$ cat src/rtl/priority_grant_decoder_pkg.sv
// Shared constants for the priority code link between the 4-line encoder and
// the grant decoder: code field positions, the "no request" code and FSM states.
package priority_grant_decoder_pkg;

  localparam int         VALID_BIT = 2;
  localparam int         IDX_MSB   = 1;
  localparam int         IDX_LSB   = 0;
  localparam logic [2:0] CODE_NONE = 3'b000;

  typedef enum logic [1:0] {
    IDLE    = 2'd0,
    GRANT   = 2'd1,
    RELEASE = 2'd2
  } state_e;

  // Wait counter width: enough to hold TIMEOUT, never narrower than one bit.
  function automatic int wait_width(input int timeout);
    return (timeout < 1) ? 1 : $clog2(timeout + 1);
  endfunction

endpackage

$ cat src/rtl/priority_grant_decoder_if.sv
// Request/grant bundle between the encoder/service side (master) and the
// grant decoder (slave). hit_cnt exists only when DECODE_COUNT_EN is defined.
interface priority_grant_decoder_if
`ifdef DECODE_COUNT_EN
  #(parameter int CNT_W = 8)
`endif
  ;
  logic       enable;
  logic [2:0] code;
  logic       ack;
  logic [3:0] grant;
  logic [1:0] grant_idx;
  logic       busy;
  logic       done;
  logic       timeout;
  logic       code_err;
`ifdef DECODE_COUNT_EN
  logic [4*CNT_W-1:0] hit_cnt;
`endif

  modport master (
    output enable, code, ack,
    input  grant, grant_idx, busy, done, timeout, code_err
`ifdef DECODE_COUNT_EN
    , input hit_cnt
`endif
  );

  modport slave (
    input  enable, code, ack,
    output grant, grant_idx, busy, done, timeout, code_err
`ifdef DECODE_COUNT_EN
    , output hit_cnt
`endif
  );

endinterface

$ cat src/rtl/priority_grant_decoder_onehot_dec2to4.sv
// 2-to-4 one-hot decoder with enable; all zeros when disabled.
module onehot_dec2to4 (
  input  logic       en_i,
  input  logic [1:0] idx_i,
  output logic [3:0] onehot_o
);

  // Shift a single set bit into position; the enable gates the whole word.
  always_comb begin
    onehot_o = 4'b0000;
    if (en_i) onehot_o = 4'b0001 << idx_i;
  end

endmodule

$ cat src/rtl/priority_grant_decoder.sv
// Priority grant decoder: registers the encoder code, holds a one-hot grant
// until ack, abort or timeout, then waits for the request to drop.
// Optional per-line completion counters are built when DECODE_COUNT_EN is defined.
module priority_grant_decoder
  import priority_grant_decoder_pkg::*;
#(
  parameter int TIMEOUT = 16,
  parameter int CNT_W   = 8
) (
  input logic                    clk,
  input logic                    rst_n,
  priority_grant_decoder_if.slave bus
);

  localparam int             WCW       = wait_width(TIMEOUT);
  localparam logic [WCW-1:0] WAIT_LAST = WCW'((TIMEOUT > 0) ? TIMEOUT - 1 : 0);
  localparam bit             TO_EN     = (TIMEOUT > 0);

  // Reject nonsensical widths at elaboration.
  if (CNT_W < 1) begin : g_cnt_w_check
    $error("CNT_W must be at least 1");
  end

  state_e         state_q;
  logic [3:0]     grant_q;
  logic [1:0]     idx_q;
  logic           busy_q;
  logic           done_q;
  logic           timeout_q;
  logic           code_err_q;
  logic [WCW-1:0] wait_q;
  logic [3:0]     dec_onehot;
  logic           ack_evt;

  onehot_dec2to4 u_dec (
    .en_i     (bus.code[VALID_BIT]),
    .idx_i    (bus.code[IDX_MSB:IDX_LSB]),
    .onehot_o (dec_onehot)
  );

  // An ack in GRANT completes the grant regardless of enable or timeout.
  assign ack_evt = (state_q == GRANT) && bus.ack;

  // Grant FSM with registered outputs; pulses default low every cycle.
  always_ff @(posedge clk or negedge rst_n) begin
    if (!rst_n) begin
      state_q    <= IDLE;
      grant_q    <= 4'b0000;
      idx_q      <= 2'd0;
      busy_q     <= 1'b0;
      done_q     <= 1'b0;
      timeout_q  <= 1'b0;
      code_err_q <= 1'b0;
      wait_q     <= '0;
    end else begin
      done_q     <= 1'b0;
      timeout_q  <= 1'b0;
      code_err_q <= 1'b0;
      case (state_q)
        IDLE: begin
          if (bus.enable) begin
            if (bus.code[VALID_BIT]) begin
              grant_q <= dec_onehot;
              idx_q   <= bus.code[IDX_MSB:IDX_LSB];
              wait_q  <= '0;
              busy_q  <= 1'b1;
              state_q <= GRANT;
            end else if (bus.code != CODE_NONE) begin
              code_err_q <= 1'b1;
            end
          end
        end
        GRANT: begin
          if (bus.ack) begin
            grant_q <= 4'b0000;
            done_q  <= 1'b1;
            state_q <= RELEASE;
          end else if (!bus.enable) begin
            grant_q <= 4'b0000;
            busy_q  <= 1'b0;
            state_q <= IDLE;
          end else if (TO_EN && (wait_q == WAIT_LAST)) begin
            grant_q   <= 4'b0000;
            timeout_q <= 1'b1;
            state_q   <= RELEASE;
          end else if (TO_EN) begin
            wait_q <= wait_q + 1'b1;
          end
        end
        RELEASE: begin
          // The request must drop before another grant can be issued.
          if (!bus.code[VALID_BIT] || !bus.enable) begin
            busy_q  <= 1'b0;
            state_q <= IDLE;
          end
        end
        default: begin
          grant_q <= 4'b0000;
          busy_q  <= 1'b0;
          state_q <= IDLE;
        end
      endcase
    end
  end

  assign bus.grant     = grant_q;
  assign bus.grant_idx = idx_q;
  assign bus.busy      = busy_q;
  assign bus.done      = done_q;
  assign bus.timeout   = timeout_q;
  assign bus.code_err  = code_err_q;

`ifdef DECODE_COUNT_EN
  logic [3:0][CNT_W-1:0] cnt_q;

  // Per-line completion counters, saturating at all-ones.
  always_ff @(posedge clk or negedge rst_n) begin
    if (!rst_n) begin
      cnt_q <= '0;
    end else if (ack_evt && (cnt_q[idx_q] != {CNT_W{1'b1}})) begin
      cnt_q[idx_q] <= cnt_q[idx_q] + 1'b1;
    end
  end

  assign bus.hit_cnt = cnt_q;
`else
  logic unused_ack_evt;
  assign unused_ack_evt = ack_evt;
`endif

endmodule
$ cat src/flat_wrapper.sv
// flat-port wrapper written by rule: the top's interface ports become plain ports
module priority_grant_decoder_flat import priority_grant_decoder_pkg::*;
#(
  parameter int TIMEOUT = 16,
  parameter int CNT_W   = 8
)
  (clk, rst_n, bus_enable, bus_code, bus_ack, bus_grant, bus_grant_idx, bus_busy, bus_done, bus_timeout, bus_code_err);
  priority_grant_decoder_if bus_i ();
  input logic clk;
  input logic rst_n;
  input wire logic [$bits(bus_i.enable)-1:0] bus_enable;
  input wire logic [$bits(bus_i.code)-1:0] bus_code;
  input wire logic [$bits(bus_i.ack)-1:0] bus_ack;
  output wire logic [$bits(bus_i.grant)-1:0] bus_grant;
  output wire logic [$bits(bus_i.grant_idx)-1:0] bus_grant_idx;
  output wire logic [$bits(bus_i.busy)-1:0] bus_busy;
  output wire logic [$bits(bus_i.done)-1:0] bus_done;
  output wire logic [$bits(bus_i.timeout)-1:0] bus_timeout;
  output wire logic [$bits(bus_i.code_err)-1:0] bus_code_err;
  assign bus_i.enable = bus_enable;
  assign bus_i.code = bus_code;
  assign bus_i.ack = bus_ack;
  assign bus_grant = bus_i.grant;
  assign bus_grant_idx = bus_i.grant_idx;
  assign bus_busy = bus_i.busy;
  assign bus_done = bus_i.done;
  assign bus_timeout = bus_i.timeout;
  assign bus_code_err = bus_i.code_err;
  priority_grant_decoder #(.TIMEOUT(TIMEOUT), .CNT_W(CNT_W)) u_core (.clk(clk), .rst_n(rst_n), .bus(bus_i));
endmodule
$ cat config.mk
export PLATFORM = sky130hd
export DESIGN_NAME = priority_grant_decoder_flat
export DESIGN_NICKNAME = d
export VERILOG_FILES = /design/src/rtl/priority_grant_decoder_pkg.sv /design/src/rtl/priority_grant_decoder_if.sv /design/src/rtl/priority_grant_decoder_onehot_dec2to4.sv /design/src/rtl/priority_grant_decoder.sv /design/src/flat_wrapper.sv
export SDC_FILE = /design/constraint.sdc
export NUM_CORES = 1
export LEC_CHECK = 0
export CORE_MARGIN = 2
export CORE_UTILIZATION = 44
export DETAILED_ROUTE_END_ITERATION = 7
export PLACE_DENSITY_LB_ADDON = 0.05
export SYNTH_ARGS = -nofsm -noshare
export SYNTH_HDL_FRONTEND = slang
export SYNTH_HIERARCHICAL = 1
export SYNTH_SLANG_ARGS = --single-unit
$ cat constraint.sdc
create_clock -name clk -period 1.88 [get_ports clk]
set_input_delay 0.376 -clock clk [delete_from_list [all_inputs] [get_ports clk]]
set_output_delay 0.376 -clock clk [all_outputs]
set_load 0.02 [all_outputs]
# Yosys cells after proc, flatten, opt, wreduce, memory -nomap -nowiden
# Index checks and enable logic that the tools add are counted.
# word_totals
register_bits	17
out_inout_bits	10
wordCells	68
in_bits	7
# op_classes
bitwise_logic	1
shifts	1
reduce_logical	11
mux	35
eq_ne	11
addsub	1
# op_table
op	n
$mux 5	5
$mux 4	5
$mux 1	15
$mux 2	6
$ne 2x2->1 const B	6
$pmux 4 s3	1
$pmux 5 s2	1
$reduce_and 4->1	2
$pmux 2 s3	1
$reduce_and 6->1	1
$add 5x1->5 const B	1
$eq 5x4->1 const B	1
$reduce_and 5->1	1
$ne 4x4->1 const B	1
$shl 1x2->4 const A	1
$pmux 1 s3	1
$reduce_and 3->1	1
$reduce_bool 3->1	1
$eq 2x1->1 const B	1
$eq 2x2->1 const B	1
$logic_not 1->1	2
$logic_not 2->1	1
$ne 2x1->1 const B	1
$reduce_bool 2->1	1
2 further kinds	2

# Logic depth before layout (Yosys ltp)
# Gate-level depths: netlist (run 1).
# depth
word_depth	5
ltp_mapped	6
depth_no_buf	6

# Cells and area by module
# Netlist (run 1), hierarchy kept.
# modules_own_cells
mod	seq_area_each_um2	area_each_um2	n_inst	cells_per_inst
priority_grant_decoder	425.4	803.3	1	66
onehot_dec2to4	0.0	37.5	1	4

# Worst setup path before layout (run 1)
# OpenSTA, ideal clock, no wires.
# synth_path
path_type	reg2reg
start	register u_core.wait_q[0]
end	register u_core.grant_q[0] (netlist: u_core/bus.grant[0])
stages_incl_launch_ff	7
setup_time_ps	66
period_less_slack_ps	1874
t_arrival_ps	1809
setup_slack_ps	6
cell_sequence	dfrtp_1 ha_1 and3_1 ha_1 or4b_1 a21oi_2 a22o_1
# synth_between
elab_chain_len	3
# synth_lines
item	line_no	rtl
start: declaration	priority_grant_decoder.sv:31	logic [WCW-1:0] wait_q;
start signal: assignment	priority_grant_decoder.sv:87	wait_q <= wait_q + 1'b1;
$eq 5x4->1	priority_grant_decoder.sv:82	end else if (TO_EN && (wait_q == WAIT_LAST)) begin
$ne 4x4->1 (no line)	n/a	
$reduce_and 4->1 (no line)	n/a	
end signal: assignment	priority_grant_decoder.sv:63	grant_q <= dec_onehot;
end: declaration	priority_grant_decoder.sv:25	logic [3:0] grant_q;
# No other way between the ends.
# A chain may end at the register's enable or synchronous reset.

# Final worst setup path (run 1)
# layout_path
start	register u_core.wait_q[0]
end	register u_core.grant_q[2] (netlist: u_core/bus.grant[2])
# Same word-level chain as after synthesis.

==> summary by stage, run 1 <==
Floorplanning
The initial utilization of the core area, before any placement, comes to 0.477. After floorplanning, the core was divided into 15 placement rows. The horizontal die dimension is 47.7 µm.

The chip height is 47.7 µm. The die outline area is 0.00228 mm². For this design the top-level I/O count stands at 17.

The core area is 0.00176 mm².

Placement
The detailed-placement wirelength estimate is 1.24 mm. The worst setup slack before clock tree synthesis is -0.0512 ns. The number of port buffers is 16.

At the end of routability-driven placement, the weighted congestion stood at 0.793. Once placement finished, the instance area stood at 0.00109 mm².

Clocking
TritonCTS built the clock tree. The H-tree depth is 1. No sink is reached through more buffers than the 2 on the longest clock path. For the worst-skew pair, the clock arrives at the later sink with an insertion delay of 0.29 ns. The root buffer cell chosen for the clock tree is sky130_fd_sc_hd__clkbuf_4.

After clock tree synthesis, the clock-pin slew on the worst setup and hold paths is 0.10 ns. The number of setup buffers added after CTS is 0. Clock tree synthesis found a total of 17 sinks. The TritonCTS buffer count is 3.

The number of buffers inserted for hold repair after clock tree synthesis is 0.

Logic synthesis
The flip-flop and latch count after synthesis is 17. Of the total synthesized cell area, the portion taken by XOR and XNOR cells is 0.0104. The number of instances in the synthesized netlist is 70. The fraction of synthesized cell area taken by the top area cell type is 0.506. The share of cell area taken by muxes after synthesis is 0.0506. The combinational family with the most area after synthesis is simple AND/OR/NAND/NOR gates.

The mean post-synth cell area is 12.0 µm². The post-synthesis cell area is 841 µm². Of all cell types, the one taking the most synthesized area is sky130_fd_sc_hd__dfrtp_1. The sequential area share after synthesis is 0.506.

The number of enable flip-flop cells after synthesis is 0. Yosys printed 6 warnings. The adder and majority gate portion of the synthesized area is 0.0417. Of the total synthesized cell area, the portion taken by AND, OR, NAND and NOR gates is 0.204. The most used flip-flop cell after synthesis is sky130_fd_sc_hd__dfrtp_1.

The fraction of synthesis flops using an asynchronous set or reset pin is 1.00. By area the synthesized netlist is led by sky130_fd_sc_hd__dfrtp_1, sky130_fd_sc_hd__a22o_1, sky130_fd_sc_hd__ha_1, sky130_fd_sc_hd__inv_1, sky130_fd_sc_hd__mux2_2. In this run, distinct cell masters in the synthesized netlist total 34. The area fraction in compound gates after synthesis is 0.135. The number of nets in the synthesized netlist is 79.

Worst setup path
The top fanout value on the critical path is 5. The dominant delay contributor by cell family on the critical path is simple AND/OR/NAND/NOR gates. The start of the worst register-to-register path is u_core/wait_q[0].

The slowest cell on the critical path is sky130_fd_sc_hd__or4b_4. The arrival time at the worst endpoint is 2.01 ns. The critical path class is reg2reg.

At the worst endpoint, the required time is 2.11 ns. The category of the worst setup path launch point is a register. The endpoint type of the worst setup path is a register. The number of buffers and inverters on the critical path is 0.

For this run, the slowest stage of the critical path takes 0.50 ns. Traced cell by cell, the critical path runs through ha_2, and3_4, ha_4, or4b_4, a21oi_4, a22o_1. The beginning of the critical path is u_core/wait_q[0].

Finish
The proportion of layout cells with a drive suffix above 1 is 0.278. In the final layout, flip-flops and latches occupy 425 µm². In the layout the commonest cells are sky130_fd_sc_hd__dfrtp_1, sky130_fd_sc_hd__clkdlybuf4s50_1, sky130_fd_sc_hd__buf_4, sky130_fd_sc_hd__inv_1, sky130_fd_sc_hd__a22o_1.

The multi-input combinational cells in the finished layout cover a total of 413 µm². The post-route standard cell area excluding fillers is 0.00115 mm². The diode insertion count for antenna repair is 0.

The count of filler cells inserted in the layout is 154. From synthesis to final layout, the design area changed by 37.2%. The library cell used most frequently in the layout, excluding fill and tap cells, is sky130_fd_sc_hd__dfrtp_1.

The number of nets in the final layout is 107.

Drt
In the routed design, unresolved DRC markers number 0. The first routing iteration left 5 violations. The final layout contains routed wiring with a total length of 1.67 mm. After detailed routing, the average wire length per cell comes to 13.7 µm.

The number of antenna-violating nets in the routed design is 0. The number of vias per cell after detailed routing is 5.16. Detailed routing inserted a total of 630 vias. The number of iterations in the first detailed-routing pass is 2.

Global routing
Entering global routing, the biggest net connects 18 pins. For this run, the total global-route usage over all layers was measured as 0.181. The number of global-route vias before repair was 631. The initial antenna violation count is 0. The first-pass GRT wire length is 2.84 mm. The leftover overflow at the end of global routing is 0.

Timing
For the pin with the worst max-slew slack, the measured transition is 0.338 ns. Hold timing on the final database bottoms out at a slack of 0.402 ns. The number of pins with negative max-slew slack in the final report is 0. Timing would allow up to 562 MHz. The post-route minimum period is 1.78 ns.

The setup slack after layout is 0.101 ns. Setup repair after global routing left no endpoint under its margin. The total setup violations reported at the end of the flow is 0. Of the available clock period, the critical path in the final layout requires 0.947.

The worst clock skew is 0.00403 ns. The hold violation total from the final report is 0. The aggregate negative setup slack is 0 ns. The normalized max-slew margin is 0.775.

Power and ir drop
The maximum VDD drop is 0.550 mV. Dividing total power by cell area gives a power density of 714 mW/mm². For this design the static power due to leakage is 0.000506 µW. The design draws 824 µW.

Min path
The worst min-delay path class is in2async.

Job
The max-cap violation count is 0.

Outcome
The run finished with clean final reports.
kinds of logic (layout without fill, tap and decap cells):
group	count (synthesis)	in the layout
flip-flops	17	17
multiplexers	4	4
XOR/XNOR	1	1
adder cells (fa/ha/maj)	3	3
buffers and inverters	9	36
AND/OR/NAND/NOR	21	21
AO/OA/AOI/OAI	15	15
where the power goes:
part / internal [µW] / switching [µW] / total [µW]
registers: 396 / 23.9 / 420
clock network: 82.4 / 109 / 191
logic: 115 / 97.6 / 212
final cells by class:
class	count	share of cell area
Timing Repair Buffer	26	0.204
Inverter	6	0.0195
Multi-Input combinational cell	44	0.358
Sequential cell	17	0.369
Tap cell	25	0.0271
Clock buffer	4	0.0228
what timing repair did:
item | in CTS | in global routing
resized for setup | 2 | 6
pin swaps | 3 | 2
setup endpoints to repair | 8 | 8
worst reg2reg max path, stage by stage, from the launching register on:
cell	delay [ns]
sky130_fd_sc_hd__dfrtp_1	0.39
sky130_fd_sc_hd__ha_2	0.19
sky130_fd_sc_hd__and3_4	0.15
sky130_fd_sc_hd__ha_4	0.17
sky130_fd_sc_hd__or4b_4	0.50
sky130_fd_sc_hd__a21oi_4	0.19
sky130_fd_sc_hd__a22o_1	0.15
state kept, by name, summed over array words and instances, names as in the netlist:
name and flops:
u_core/bus.busy 1, u_core/bus.code_err 1, u_core/bus.done 1, u_core/bus.grant 4, u_core/bus.grant_idx 2, u_core/bus.timeout 1, u_core/state_q 2, u_core/wait_q 5
cell usage after synthesis, types with 2 or more instances:
cell	instances
sky130_fd_sc_hd__a21oi_2	2
sky130_fd_sc_hd__a22o_1	4
sky130_fd_sc_hd__and3b_1	2
sky130_fd_sc_hd__clkbuf_2	2
sky130_fd_sc_hd__dfrtp_1	17
sky130_fd_sc_hd__ha_1	2
sky130_fd_sc_hd__inv_1	6
sky130_fd_sc_hd__mux2_2	2
sky130_fd_sc_hd__mux2i_1	2
sky130_fd_sc_hd__nand2b_1	3
sky130_fd_sc_hd__nor2_1	2
sky130_fd_sc_hd__nor3b_1	2
sky130_fd_sc_hd__o22ai_1	3
per-stage QoR:
stage / instances / util
after floorplan: 70 / -
after global placement: 118 / 0.616
after detailed placement: 118 / 0.616
after CTS: 122 / 0.636
after global routing: 122 / 0.654
final: 122 / 0.654
worst paths after layout:
path	slack (ns)	depth (start not counted)	to
setup reg to reg	0.10	6	u_core/bus.grant[2]
min in group clk	0.51	1	u_core/bus.grant[3]
max in group asynchronous	1.30	2	u_core/state_q[0]
setup / recovery	0.10	6	u_core/bus.grant[2]
hold reg to reg	0.51	1	u_core/bus.grant[3]
hold / removal	0.40	2	u_core/bus.grant[1]
metal layers:
metal / up-vias / GRT usage / wire, µm
met5: - / 0 / 0
met4: 0 / 0.0649 / 19
met3: 2 / 0.0302 / 57
met2: 12 / 0.272 / 784
met1: 307 / 0.264 / 808
li1: 309 / - / -
Power figures use the tool's default switching activity.
==> inputs of run 2 (changes only) <==
Settings changed: CAP_MARGIN set to 20.
==> results of run 2 <==
Final layout, timing and power as in run 1 (identical DEF).
==> inputs of run 3 (changes only) <==
Clock period 1.88 ns to 1.6 ns, I/O delays scaled along.
==> summary by stage, run 3 (same netlist as run 1, synthesis figures left out) <==
Outcome
The run finished, with violations left. The final reports fail on negative setup slack.

Global routing
The aggregate global-route resource usage was 0.171 (-0.0105). The leftover overflow at the end of global routing is 0 (unchanged). The maximum number of pins on one net before global-route repair is 18 (unchanged). The first-pass GRT wire length is 2.70 mm (-4.6%).

The number of global-route vias before repair is 627 (-0.63%). The initial antenna violation count is 0 (unchanged).

Clocking
The CTS clock-pin slew for the worst setup and hold paths came to 0.09 ns (about the same). The TritonCTS buffer count is 3 (unchanged). TritonCTS built the clock tree. The tree is rooted in a sky130_fd_sc_hd__clkbuf_4. The clock latency on the worst-skew pair is 0.28 ns (about the same). The total number of clock tree sinks is 17 (unchanged). The H-tree depth is 1 (unchanged).

The number of buffers inserted for hold repair after clock tree synthesis is 0 (unchanged). The maximum number of buffers from clock root to sink is 2 (unchanged).

Floorplanning
The core area is 0.00176 mm² (unchanged). The die outline area came to 0.00228 mm² (unchanged). The number of placed I/O pins is 17 (unchanged). The effective utilization at floorplan is 0.477 (unchanged). The horizontal die dimension was 47.7 µm (unchanged).

The row count is 15 (unchanged). The chip height is 47.7 µm (unchanged).

Power and ir drop
The relative contribution of combinational cells to total power is 0.265 (+0.007). The leakage power is 0.000631 µW (+25%). The switching share of power was 0.279 (-0.000941). The power spent charging and discharging nets is 270 µW (+17%). The maximum VDD drop was 0.525 mV (-4.6%). The internal power consumption was 699 µW (+18%).

The sequential power share was 0.507 (-0.003). The clock network fraction of total power is 0.228 (-0.004). The total power per unit cell area is 789 mW/mm² (+11%).

Worst setup path
The worst path required time came to 1.82 ns (-0.29 ns). The arrival time at the worst endpoint was 2.01 ns (about the same). The worst reg-to-reg setup slack is -0.19 ns (-0.29 ns). The category of the worst setup path launch point is a register. The endpoint type of the worst setup path is a register. The top fanout value on the critical path is 4 (-1). The critical path class is reg2reg. The worst reg-to-reg path cell count is 6 (unchanged).

Timing
The post-route minimum period is 1.79 ns (+0.00791 ns). The total setup violations reported at the end of the flow was 10 (+10). Setup repair after global routing could not meet its margin everywhere.

The maximum clock frequency was 559 MHz (-0.44%). The ratio of final minimum period to clock period is 1.12 (+0.171). The setup slack after layout came to -0.187 ns (-0.288 ns).

The slew at the pin with the worst max-slew slack came to 0.294 ns (-0.0439 ns). The hold slack is 0.353 ns (-0.0485 ns). The worst clock skew is 0.00272 ns (-0.00131 ns). The hold violation total from the final report is 0 (unchanged). The normalized max-slew margin was 0.804 (+0.0293). The number of pins with negative max-slew slack in the final report was 0 (unchanged).

Finish
The proportion of layout cells with a drive suffix above 1 is 0.340 (+0.0615). The core utilization of the finished layout was 0.696 (+0.0418). The library cell used most frequently in the layout, excluding fill and tap cells, is sky130_fd_sc_hd__dfrtp_1. The area added between synthesis and finish is 46.0%. The diode insertion count for antenna repair was 0 (unchanged).

More flip-flops sit in one register than any other, and that register is u_core/wait_q. Leaving out fill and tap cells, the most frequent cells in the layout are sky130_fd_sc_hd__dfrtp_1, sky130_fd_sc_hd__buf_4, sky130_fd_sc_hd__clkdlybuf4s50_1, sky130_fd_sc_hd__dlymetal6s2s_1, sky130_fd_sc_hd__inv_1. The number of flip-flops in the largest register is 5 (unchanged). The number of nets in the final layout is 113 (+5.6%).

Job
The max-cap violation count was 0 (unchanged).

Drt
The total number of vias is 663 (+5.2%). The number of antenna-violating nets in the routed design was 0 (unchanged). The final routed DRC violation total is 0 (unchanged). The number of iterations in the first detailed-routing pass was 5 (+3). The number of design-rule violations left by the first detailed-router iteration came to 6 (+1). The detailed-route wire length per cell came to 13.4 µm (-2.4%). The number of vias per cell after detailed routing came to 5.18 (+0.31%). The total detailed-routing wirelength is 1.71 mm (+2.4%).

Placement
The detailed-placement wirelength estimate came to 1.18 mm (-5.2%). The number of port buffers is 16 (unchanged). The routability congestion estimate is 0.729 (-8.2%).

Min path
In this run the worst hold path is classified as in2async.
-- run 3: stage by stage --
step	total power [µW]	setup TNS [ns]	cells	setup slack [ns]	area (µm²)
after global placement	739	-2.22	122	-0.247	1120
after global routing	1030	-2.21	128	-0.279	1230
final	969	-1.55	128	-0.187	1230
after floorplan	620	-1.09	70	-0.141	846
after CTS	979	-1.51	127	-0.190	1190
after detailed placement	744	-2.51	122	-0.244	1120
-- run 3: path summary, 6_finish.rpt --
check | start | to
worst min register to register | u_core/bus.grant[1] | u_core/bus.grant[1]
max in group asynchronous | rst_n | u_core/bus.code_err
worst max-delay path | u_core/wait_q[1] | u_core/bus.grant[0]
worst max register to register | u_core/wait_q[1] | u_core/bus.grant[0]
min in group clk | u_core/bus.grant[1] | u_core/bus.grant[1]
worst min-delay path | rst_n | u_core/state_q[1]
-- run 3: layer usage --
| layer | vias up | GRT usage | wire (µm) |
|---|---|---|---|
| met2 | 11 | 0.256 | 829 |
| li1 | 325 | - | - |
| met5 | - | 0 | 0 |
| met3 | 2 | 0.0226 | 53 |
| met1 | 325 | 0.243 | 815 |
| met4 | 0 | 0.0811 | 11 |
-- run 3: final cells by class --
type / count / area [µm²]
Inverter: 6 / 22.5
Fill cell: 149 / 537
Multi-Input combinational cell: 44 / 424
Timing Repair Buffer: 32 / 298
Clock buffer: 4 / 26.3
Sequential cell: 17 / 425
Tap cell: 25 / 31.3
-- run 3: repair_timing --
item                                    4_1_cts  5_1_grt
endpoints found under the setup margin       10       17
pin swaps                                     5        9
setup buffers                                 1        1
gates resized for setup                       6        9
cloned                                        0        0
-- run 3: worst max-delay path, cell delays in order (launching register included) --
cell and delay [ns]:
sky130_fd_sc_hd__dfrtp_1 0.40, sky130_fd_sc_hd__ha_2 0.19, sky130_fd_sc_hd__and3_4 0.15, sky130_fd_sc_hd__ha_4 0.16, sky130_fd_sc_hd__or4b_4 0.49, sky130_fd_sc_hd__a21oi_4 0.18, sky130_fd_sc_hd__a22o_1 0.15
-- run 3: power groups by stage --
stage / sequential [µW] / clock, µW / combinational (µW)
2_1_floorplan: 525 / 0 / 94.5
3_3_place_gp: 497 / 0 / 242
3_5_place_dp: 499 / 0 / 244
4_1_cts: 491 / 232 / 256
5_1_grt: 495 / 254 / 278
6_report: 491 / 221 / 257
